### config.mk
export PLATFORM = sky130hd
export DESIGN_NAME = cdr_loop_filter
export DESIGN_NICKNAME = d
export VERILOG_FILES = /design/src/rtl/cdr_lf_pkg.sv /design/src/rtl/cdr_lf_vote_acc.sv /design/src/rtl/cdr_loop_filter.sv
export SDC_FILE = /design/constraint.sdc
export NUM_CORES = 1
export LEC_CHECK = 0
export ABC_AREA = 1
export BUFFER_PORTS_ARGS = -buffer_cell sky130_fd_sc_hd__buf_4
export CAP_MARGIN = 20
export CORE_MARGIN = 10
export CORE_UTILIZATION = 63
export CTS_BUF_LIST = sky130_fd_sc_hd__clkbuf_4
export CTS_CLUSTER_DIAMETER = 50
export DETAILED_ROUTE_END_ITERATION = 6
export HOLD_SLACK_MARGIN = 0.02
export MAX_ROUTING_LAYER = met4
export PLACE_DENSITY = 0.84
export SETUP_SLACK_MARGIN = 0.15
export SLEW_MARGIN = 20
export SYNTH_ARGS = -nofsm -noshare
export SYNTH_HDL_FRONTEND = slang
export SYNTH_SLANG_ARGS = --single-unit
### constraint.sdc
create_clock -name clk -period 5.3 [get_ports clk]
set_input_delay 1.59 -clock clk [delete_from_list [all_inputs] [get_ports clk]]
set_output_delay 1.59 -clock clk [all_outputs]
set_load 0.05 [all_outputs]
### src/rtl/cdr_lf_pkg.sv
// Shared types, default gains and the saturating adder for the CDR loop filter.
package cdr_lf_pkg;

  typedef logic signed [1:0] vote_t;

  localparam int DEF_CODE_W   = 11;
  localparam int DEF_PHASE_W  = 16;
  localparam int DEF_FREQ_W   = 16;
  localparam int DEF_KP       = 8;
  localparam int DEF_KI       = 3;
  localparam int DEF_FSHIFT   = 7;
  localparam int DEF_DECIM    = 4;
  localparam int DEF_LOCK_WIN = 64;
  localparam int DEF_LOCK_THR = 8;

  // Adds a and b, clamping to the signed range of a w-bit integer (w <= 32).
  function automatic logic signed [31:0] sat_add(input logic signed [31:0] a,
                                                 input logic signed [31:0] b,
                                                 input int w);
    logic signed [33:0] s;
    logic signed [33:0] hi;
    logic signed [33:0] lo;
    s  = 34'(a) + 34'(b);
    hi = (34'sd1 <<< (w - 1)) - 34'sd1;
    lo = -hi - 34'sd1;
    if (s > hi) begin
      sat_add = 32'(hi);
    end else if (s < lo) begin
      sat_add = 32'(lo);
    end else begin
      sat_add = 32'(s);
    end
  endfunction

endpackage

### src/rtl/cdr_lf_vote_acc.sv
// Decimating vote accumulator: sums Up/Dn votes over DECIM enabled cycles and
// emits the sign of the window total as a combinational decision.
module cdr_lf_vote_acc
  import cdr_lf_pkg::*;
#(
  parameter int DECIM = DEF_DECIM
) (
  input  logic  clk,
  input  logic  rst,
  input  logic  up_i,
  input  logic  dn_i,
  input  logic  en_i,
  output vote_t d_o,
  output logic  d_vld_o
);

  localparam int SUM_W = $clog2(DECIM) + 2;
  localparam int CNT_W = (DECIM > 1) ? $clog2(DECIM) : 1;
  localparam logic [CNT_W-1:0] LAST = CNT_W'(DECIM - 1);

  logic [CNT_W-1:0]        cnt_q, cnt_d;
  logic signed [SUM_W-1:0] sum_q, sum_d;
  logic signed [SUM_W-1:0] total;
  vote_t                   vote;
  logic                    wrap;

  always_comb begin
    vote = '0;
    if (up_i && !dn_i) begin
      vote = 2'sb01;
    end else if (dn_i && !up_i) begin
      vote = 2'sb11;
    end
    total = sum_q + SUM_W'(vote);
    wrap  = en_i && (cnt_q == LAST);

    cnt_d = cnt_q;
    sum_d = sum_q;
    if (wrap) begin
      cnt_d = '0;
      sum_d = '0;
    end else if (en_i) begin
      cnt_d = cnt_q + 1'b1;
      sum_d = total;
    end

    // The final vote of the window is folded in before taking the sign.
    d_o = '0;
    if (wrap) begin
      if (total[SUM_W-1]) begin
        d_o = 2'sb11;
      end else if (total != '0) begin
        d_o = 2'sb01;
      end
    end
    d_vld_o = wrap;
  end

  always_ff @(posedge clk) begin
    if (rst) begin
      cnt_q <= '0;
      sum_q <= '0;
    end else begin
      cnt_q <= cnt_d;
      sum_q <= sum_d;
    end
  end

endmodule

### src/rtl/cdr_loop_filter.sv
// Second-order bang-bang CDR loop filter: saturating frequency integrator and
// wrapping phase integrator. Optional lock detector under CDR_LF_LOCK_DET_EN.
module cdr_loop_filter
  import cdr_lf_pkg::*;
#(
  parameter int CODE_W   = DEF_CODE_W,
  parameter int PHASE_W  = DEF_PHASE_W,
  parameter int FREQ_W   = DEF_FREQ_W,
  parameter int KP       = DEF_KP,
  parameter int KI       = DEF_KI,
  parameter int FSHIFT   = DEF_FSHIFT,
  parameter int DECIM    = DEF_DECIM,
  parameter int LOCK_WIN = DEF_LOCK_WIN,
  parameter int LOCK_THR = DEF_LOCK_THR
) (
  input  logic                     clk,
  input  logic                     rst,
  input  logic                     up,
  input  logic                     dn,
  input  logic                     en,
  output logic [CODE_W-1:0]        code,
  output logic                     code_vld,
  output logic signed [FREQ_W-1:0] freq,
  output logic                     locked
);

  localparam int PW2 = PHASE_W + 2;

  vote_t d;
  logic  d_vld;

  cdr_lf_vote_acc #(.DECIM(DECIM)) u_vote_acc (
    .clk     (clk),
    .rst     (rst),
    .up_i    (up),
    .dn_i    (dn),
    .en_i    (en),
    .d_o     (d),
    .d_vld_o (d_vld)
  );

  logic signed [FREQ_W-1:0] freq_q, freq_d, freq_sh;
  logic [PHASE_W-1:0]       phase_q, phase_d;
  logic signed [PW2-1:0]    kp_term, phase_sum;
  logic                     code_vld_q;

  // Phase uses the pre-update freq so a simultaneous saturation cannot leak in.
  always_comb begin
    freq_sh   = freq_q >>> FSHIFT;
    kp_term   = d[1] ? -PW2'(KP) : PW2'(KP);
    phase_sum = $signed({2'b00, phase_q}) + kp_term + PW2'(freq_sh);
    phase_d   = phase_q;
    freq_d    = freq_q;
    if (d_vld && (d != '0)) begin
      phase_d = phase_sum[PHASE_W-1:0];
      freq_d  = FREQ_W'(sat_add(32'(freq_q), d[1] ? -KI : KI, FREQ_W));
    end
  end

  always_ff @(posedge clk) begin
    if (rst) begin
      freq_q     <= '0;
      phase_q    <= '0;
      code_vld_q <= 1'b0;
    end else begin
      freq_q     <= freq_d;
      phase_q    <= phase_d;
      code_vld_q <= d_vld;
    end
  end

  assign code     = phase_q[PHASE_W-1 -: CODE_W];
  assign code_vld = code_vld_q;
  assign freq     = freq_q;

`ifdef CDR_LF_LOCK_DET_EN
  localparam int LC_W  = (LOCK_WIN > 1) ? $clog2(LOCK_WIN) : 1;
  localparam int NET_W = $clog2(LOCK_WIN + 1) + 2;

  logic [LC_W-1:0]         lk_cnt_q, lk_cnt_d;
  logic signed [NET_W-1:0] lk_net_q, lk_net_d, net_tot, net_abs;
  logic                    locked_q, locked_d;

  always_comb begin
    net_tot  = lk_net_q + NET_W'(d);
    net_abs  = net_tot[NET_W-1] ? -net_tot : net_tot;
    lk_cnt_d = lk_cnt_q;
    lk_net_d = lk_net_q;
    locked_d = locked_q;
    if (d_vld) begin
      if (lk_cnt_q == LC_W'(LOCK_WIN - 1)) begin
        locked_d = (net_abs <= NET_W'(LOCK_THR));
        lk_cnt_d = '0;
        lk_net_d = '0;
      end else begin
        lk_cnt_d = lk_cnt_q + 1'b1;
        lk_net_d = net_tot;
      end
    end
  end

  always_ff @(posedge clk) begin
    if (rst) begin
      lk_cnt_q <= '0;
      lk_net_q <= '0;
      locked_q <= 1'b0;
    end else begin
      lk_cnt_q <= lk_cnt_d;
      lk_net_q <= lk_net_d;
      locked_q <= locked_d;
    end
  end

  assign locked = locked_q;
`else
  assign locked = 1'b0;
`endif

endmodule

# Word level (Yosys, flattened, before mapping)
# Cells that the tools add are included.
# word_totals
out_inout_bits,29
word_cells,31
register_bits,39
in_bits,5
# classes
eq_ne,1
n_reduce_logical,9
n_lt_le_gt_ge,2
mux,9
add_sub_neg,5
# op_table
cell,count
2-to-1 mux 16 bit,3
adder 16 x 32 -> 33 bit,1
> comparator 33 x 16 -> 1 bit (second input constant),1
less-than comparator 33 x 16 -> 1 bit (second input constant),1
2-to-1 mux 32 bit,1
adder 16 bit,1
adder 16 x 9 -> 16 bit,1
2-to-1 mux 2 bit,4
adder 4 x 2 -> 4 bit,1
logical AND 1 bit,4
nonzero test 4 bit,1
adder 2 x 1 -> 2 bit (second input constant),1
equality test 2 bit (second input constant),1
logical NOT 1 bit,2
nonzero test 2 bit,1
OR reduction 2 bit,1
2-to-1 mux 1 bit,1

# Logic depth before layout (Yosys ltp)
# logic_depth
ltp_word,14
ltp_mapped,35
depth_no_buf,34

# Modules after synthesis
# A second synthesis with hierarchy kept.
# unflattened
hier_cells,602
area_unflattened_um2,4003.8
# by_module_without_submodules
mod,seq_area_each_um2,area_each_um2,cells_per_inst,instances
cdr_loop_filter,660.6,3575.9,543,1
cdr_lf_vote_acc,120.1,427.9,59,1

# Least setup slack after synthesis
# OpenSTA, ideal clock, no wires.
# synth_path
path_type,in2reg
start,input port up
end,register phase_q[13]
slack_ns,0.264
t_arrival_ns,4.908
n_path_buf,0
required_time_ns,5.172
cell_stages,29
setup_time_ns,0.128
cell_sequence,inv_1 -> ha_1 -> inv_1 -> ha_1 -> nand3_2 -> nand2_1 -> nand2_2 -> nand3_4 -> inv_2 -> nand2_1 -> nand2_2 -> inv_1 -> ha_1 -> ha_1 -> a21oi_1 -> nand2_1 -> a21oi_1 -> o21ai_0 -> nand2_1 -> nand2_1 -> a21oi_1 -> inv_1 -> a21oi_1 -> o21ai_0 -> inv_1 -> o21bai_1 -> a21oi_1 -> xor2_1 -> a21oi_1
# synth_between
elab_chain_cells,11
elab_cells_between_ends,15
classes_between,add/sub: 3; mux: 6; reduce/logical: 6
# synth_rtl
item,line_no,source
start: declaration,cdr_loop_filter.sv:18,"input logic up,"
logical NOT 1 bit,cdr_lf_vote_acc.sv:31,end else if (dn_i && !up_i) begin
logical AND 1 bit,cdr_lf_vote_acc.sv:31,
2-to-1 mux 2 bit,cdr_lf_vote_acc.sv:31,
2-to-1 mux 2 bit (*),cdr_lf_vote_acc.sv:29,if (up_i && !dn_i) begin
adder 4 x 2 -> 4 bit (*),cdr_lf_vote_acc.sv:34,total = sum_q + SUM_W'(vote);
nonzero test 4 bit,cdr_lf_vote_acc.sv:52,end else if (total != '0) begin
2-to-1 mux 1 bit,cdr_lf_vote_acc.sv:52,
2-to-1 mux 2 bit (*),cdr_lf_vote_acc.sv:50,if (total[SUM_W-1]) begin
2-to-1 mux 2 bit (*),cdr_lf_vote_acc.sv:49,if (wrap) begin
"parallel branches: the longest is 2 deep, another holds adder 16 bit",--,
end signal: assignment,cdr_loop_filter.sv:67,phase_q <= phase_d;
end: declaration,cdr_loop_filter.sv:43,"logic [PHASE_W-1:0] phase_q, phase_d;"
# Every way passes the cells marked *.
# A chain may end at the register's enable or synchronous reset.

# Worst setup path after layout
# layout_path
start,input port up
end,register phase_q[15]
# The elaborated chain is that of the path after synthesis.

==> flow_summary_export.csv <==
group,metric,value,unit
timing,clock_skew,0.01497,ns
timing,worst_slew_pin_slew,0.8893,ns
setup_path,cpLargestDelayFamily,"simple AND/OR/NAND/NOR gates",
synthesis,syn_nets,646,
hold_path,hp-class,"flip-flop to flip-flop",
placement,numPortBuffers,32,
setup_path,path_common_cell,"inv_1",
setup_path,start_kind,"input pin",
synthesis,synthArstFlopShare,0,
global_route,antenna_found_initial,0,
global_route,overflow,0,
setup_path,critical_path_arrival,5.20,ns
clock_network,cts_root_buf,"clkbuf_4",
die,pin_count,34,
detailed_routing,finalWirelength,10960,um
global_route,grt_pass1_wl,17620,um
die,dieArea,0.009914,mm2
placement,place_hpwl,8028,um
synthesis,synth_top_cells_by_count,"140 x nand2_1, 82 x inv_1, 43 x a21oi_1",
cells_and_area,syn2layout_area_growth,12.17,%
synthesis,post_synth_instance_area,0.003989,mm2
power_and_ir_drop,irDropWorstVdd,0.1674,mV
die,core,0.006026,mm2
cells_and_area,drive_above_1_share,0.2022,
setup_path,crit_buf_inv,9,
global_route,grt_max_degree,45,
cells_and_area,final_util,0.7425,
timing,fin_crit_sh,0.9303,
run,maxCapViolations,0,
detailed_routing,drt-initial-drc-count,325,
setup_path,critPathRequiredTime,5.57,ns
timing,max-slew-margin-rel,0.4065,
synthesis,synth_warnings,0,
die,initial_core_util,0.6620,
synthesis,avgSynthCellArea,6.626,um2
setup_path,max_stage_delay,0.35,ns
timing,whs,0.4800,ns
clock_network,htree_levels,2,
timing,setup_violations,0,
global_route,grt_pass1_vias,3823,
timing,maxClockFrequency,202.8,MHz
detailed_routing,drc,0,
synthesis,yosysUniqueCellTypes,43,
clock_network,ctsLongestPathBuffers,2,
clock_network,cts_hold_buf,0,
synthesis,synth_edf_count,0,
setup_path,crit_chain,"buf_4 -> inv_2 -> ha_1 -> inv_1 -> ha_2 -> nand3_2 -> nand3_2 -> nand3_4 -> inv_4 -> buf_6 -> nand2_2 -> nand2_2 -> clkinvlp_4 -> ha_1 -> or2_2 -> ha_1 -> inv_1 -> nor3_2 -> inv_1 -> o221ai_1 -> a31oi_2 -> xor2_1 -> o21bai_1 -> inv_1",
synthesis,netlist_instances,602,
synthesis,synth_top_area_frac,0.1957,
die,die_w,99.57,um
detailed_routing,ant_nets,0,
synthesis,yosysMostFrequentCell,"nand2_1",
setup_path,endpoint_kind,"flip-flop",
die,die_h,99.57,um
timing,rsz0062_at_grt,"no",
synthesis,yosys.area.top_type,"dfxtp_1",
detailed_routing,dr_total_vias,4107,
clock_network,cts_sinks,39,
setup_path,crit_type,"input pin to flip-flop",
synthesis,seq_area_frac_synth,0.1957,
timing,fin_crit,4.931,ns
detailed_routing,dr.pass1.iters,5,
clock_network,cts-buffers-inserted,5,
cells_and_area,final_net_count,676,
die,rows,28,
power_and_ir_drop,leakagePower,2.247,nW
clock_network,clock_latency,0.38,ns
synthesis,synthTopCellsByArea,"dfxtp_1 20%, nand2_1 13%, ha_1 12%",
detailed_routing,viasPerCell,5.801,
setup_path,worst-path-max-fanout,16,
clock_network,tritoncts,"yes",
placement,gp_congestion,1.023,
power_and_ir_drop,p_per_area,150.4,mW/mm2
setup_path,cp_slowest_cell,"ha_1",
cells_and_area,diodes,0,
synthesis,synth_seq_cells,39,
outcome,status,"completed",
timing,drv_slew,0,
timing,hold_viol,0,
global_route,grt_usage,0.2146,
synthesis,synth_ff_type,"dfxtp_1",
clock_network,path_clk_slew,0.14,ns
detailed_routing,wire_per_inst,15.47,um
==> kinds of logic (layout without fill, tap and decap cells) <==
| kind of cell | count (synthesis) | count (layout) | share of synthesized area |
|---|---|---|---|
| and+or+nand+nor | 254 | 255 | 0.2898 |
| AOI/OAI and AO/OA | 137 | 137 | 0.2249 |
| buffers and inverters | 117 | 147 | 0.1314 |
| adders and majority gates | 39 | 39 | 0.1242 |
| DFF | 39 | 39 | 0.1957 |
| xor gates and xnor gates | 15 | 15 | 0.03293 |
| other | 1 | 1 | 0.0009401 |
==> registers in the layout, indices dropped and copies added (netlist names) <==
| signal | count |
|---|---|
| code_vld | 1 |
| freq | 16 |
| phase_q | 16 |
| u_vote_acc.cnt_q | 2 |
| u_vote_acc.sum_q | 4 |
==> stage by stage <==
stage | setup WS (ns) | cell area [um2] | TNS [ns] | power [W] | cells
final | 0.3695 | 4474 | 0 | 0.0006731 | 708
after global placement | 0.04833 | 4257 | 0 | 0.0004457 | 697
after floorplan | 0.2641 | 3989 | 0 | 0.0004213 | 602
after global routing | 0.1103 | 4474 | 0 | 0.0007000 | 708
after CTS | 0.2778 | 4342 | 0 | 0.0006641 | 705
after detailed placement | -0.1071 | 4257 | -1.172 | 0.0004504 | 697
==> routing by layer <==
layer / GRT usage / part of all wire / up-vias
li1: - / - / 2051
met5: - / 0 / -
met1: 0.2581 / 0.44 / 1878
met3: 0.03529 / 0.063 / 22
met2: 0.3642 / 0.49 / 156
met4: 0.05182 / 0.014 / 0
==> worst reg2reg max path: cells and delay by family (launching register included) <==
kind | cells | cell delay [ns]
and+or+nand+nor | 8 | 1.12
buffers and inverters | 7 | 0.73
AOI/OAI and AO/OA | 4 | 0.64
adders and majority gates | 2 | 0.59
DFF | 1 | 0.37
xor gates and xnor gates | 1 | 0.19
==> placed cells by master (no fill, tap or decap), types with 3 or more instances in the layout <==
cell type  netlist  final
nand3b_1         3      3
o21bai_1         3      3
buf_4           16     48
a21oi_2          2      6
buf_6            1      3
xnor2_1          5      5
xor2_1          10     10
nand4_1         11     11
nor3_1           4      3
nand3_2          3      3
o21ai_1          3      4
nor2_2           4      6
nor2_1          38     36
inv_2            6      7
inv_1           82     79
o21ai_0         42     41
a21oi_4          9      9
nand2_1        140    137
nand2_2         10     12
o41ai_1         11     11
nand3_1         24     24
ha_1            38     35
dfxtp_1         39     39
a31oi_1         15     14
or2_2            9      9
a21oi_1         43     39
clkbuf_4         0      5
==> power by group <==
group | leakage [nW] | internal, W | switching (W)
sequential | 0.316 | 0.000303 | 0.0000127
combinational | 1.89 | 0.0000461 | 0.0000897
clock | 0.0458 | 0.000102 | 0.000119
==> path summary, 6_finish.rpt <==
path	startpoint	to	slack, ns	depth (start not counted)
worst min-delay path	u_vote_acc.cnt_q[1]	u_vote_acc.cnt_q[1]	0.48	2
worst max register to register	u_vote_acc.sum_q[1]	phase_q[15]	1.58	22
worst min register to register	u_vote_acc.cnt_q[1]	u_vote_acc.cnt_q[1]	0.48	2
worst max-delay path	up	phase_q[15]	0.37	24
==> repair_timing <==
action	in CTS	in global routing
buffers inserted	0	2
resized for setup	0	26
setup endpoints to repair	0	19
==> final cells by class <==
cell class	instances	area [um2]
inverter	88	336.6
fill	510	1551
timing repair buffer	51	394.1
clock inverter	3	47.55
tap	75	93.84
multi-input combinational	447	2784
clock buffer	5	37.54
sequential	39	780.7
(Power assumes the default switching activity.)
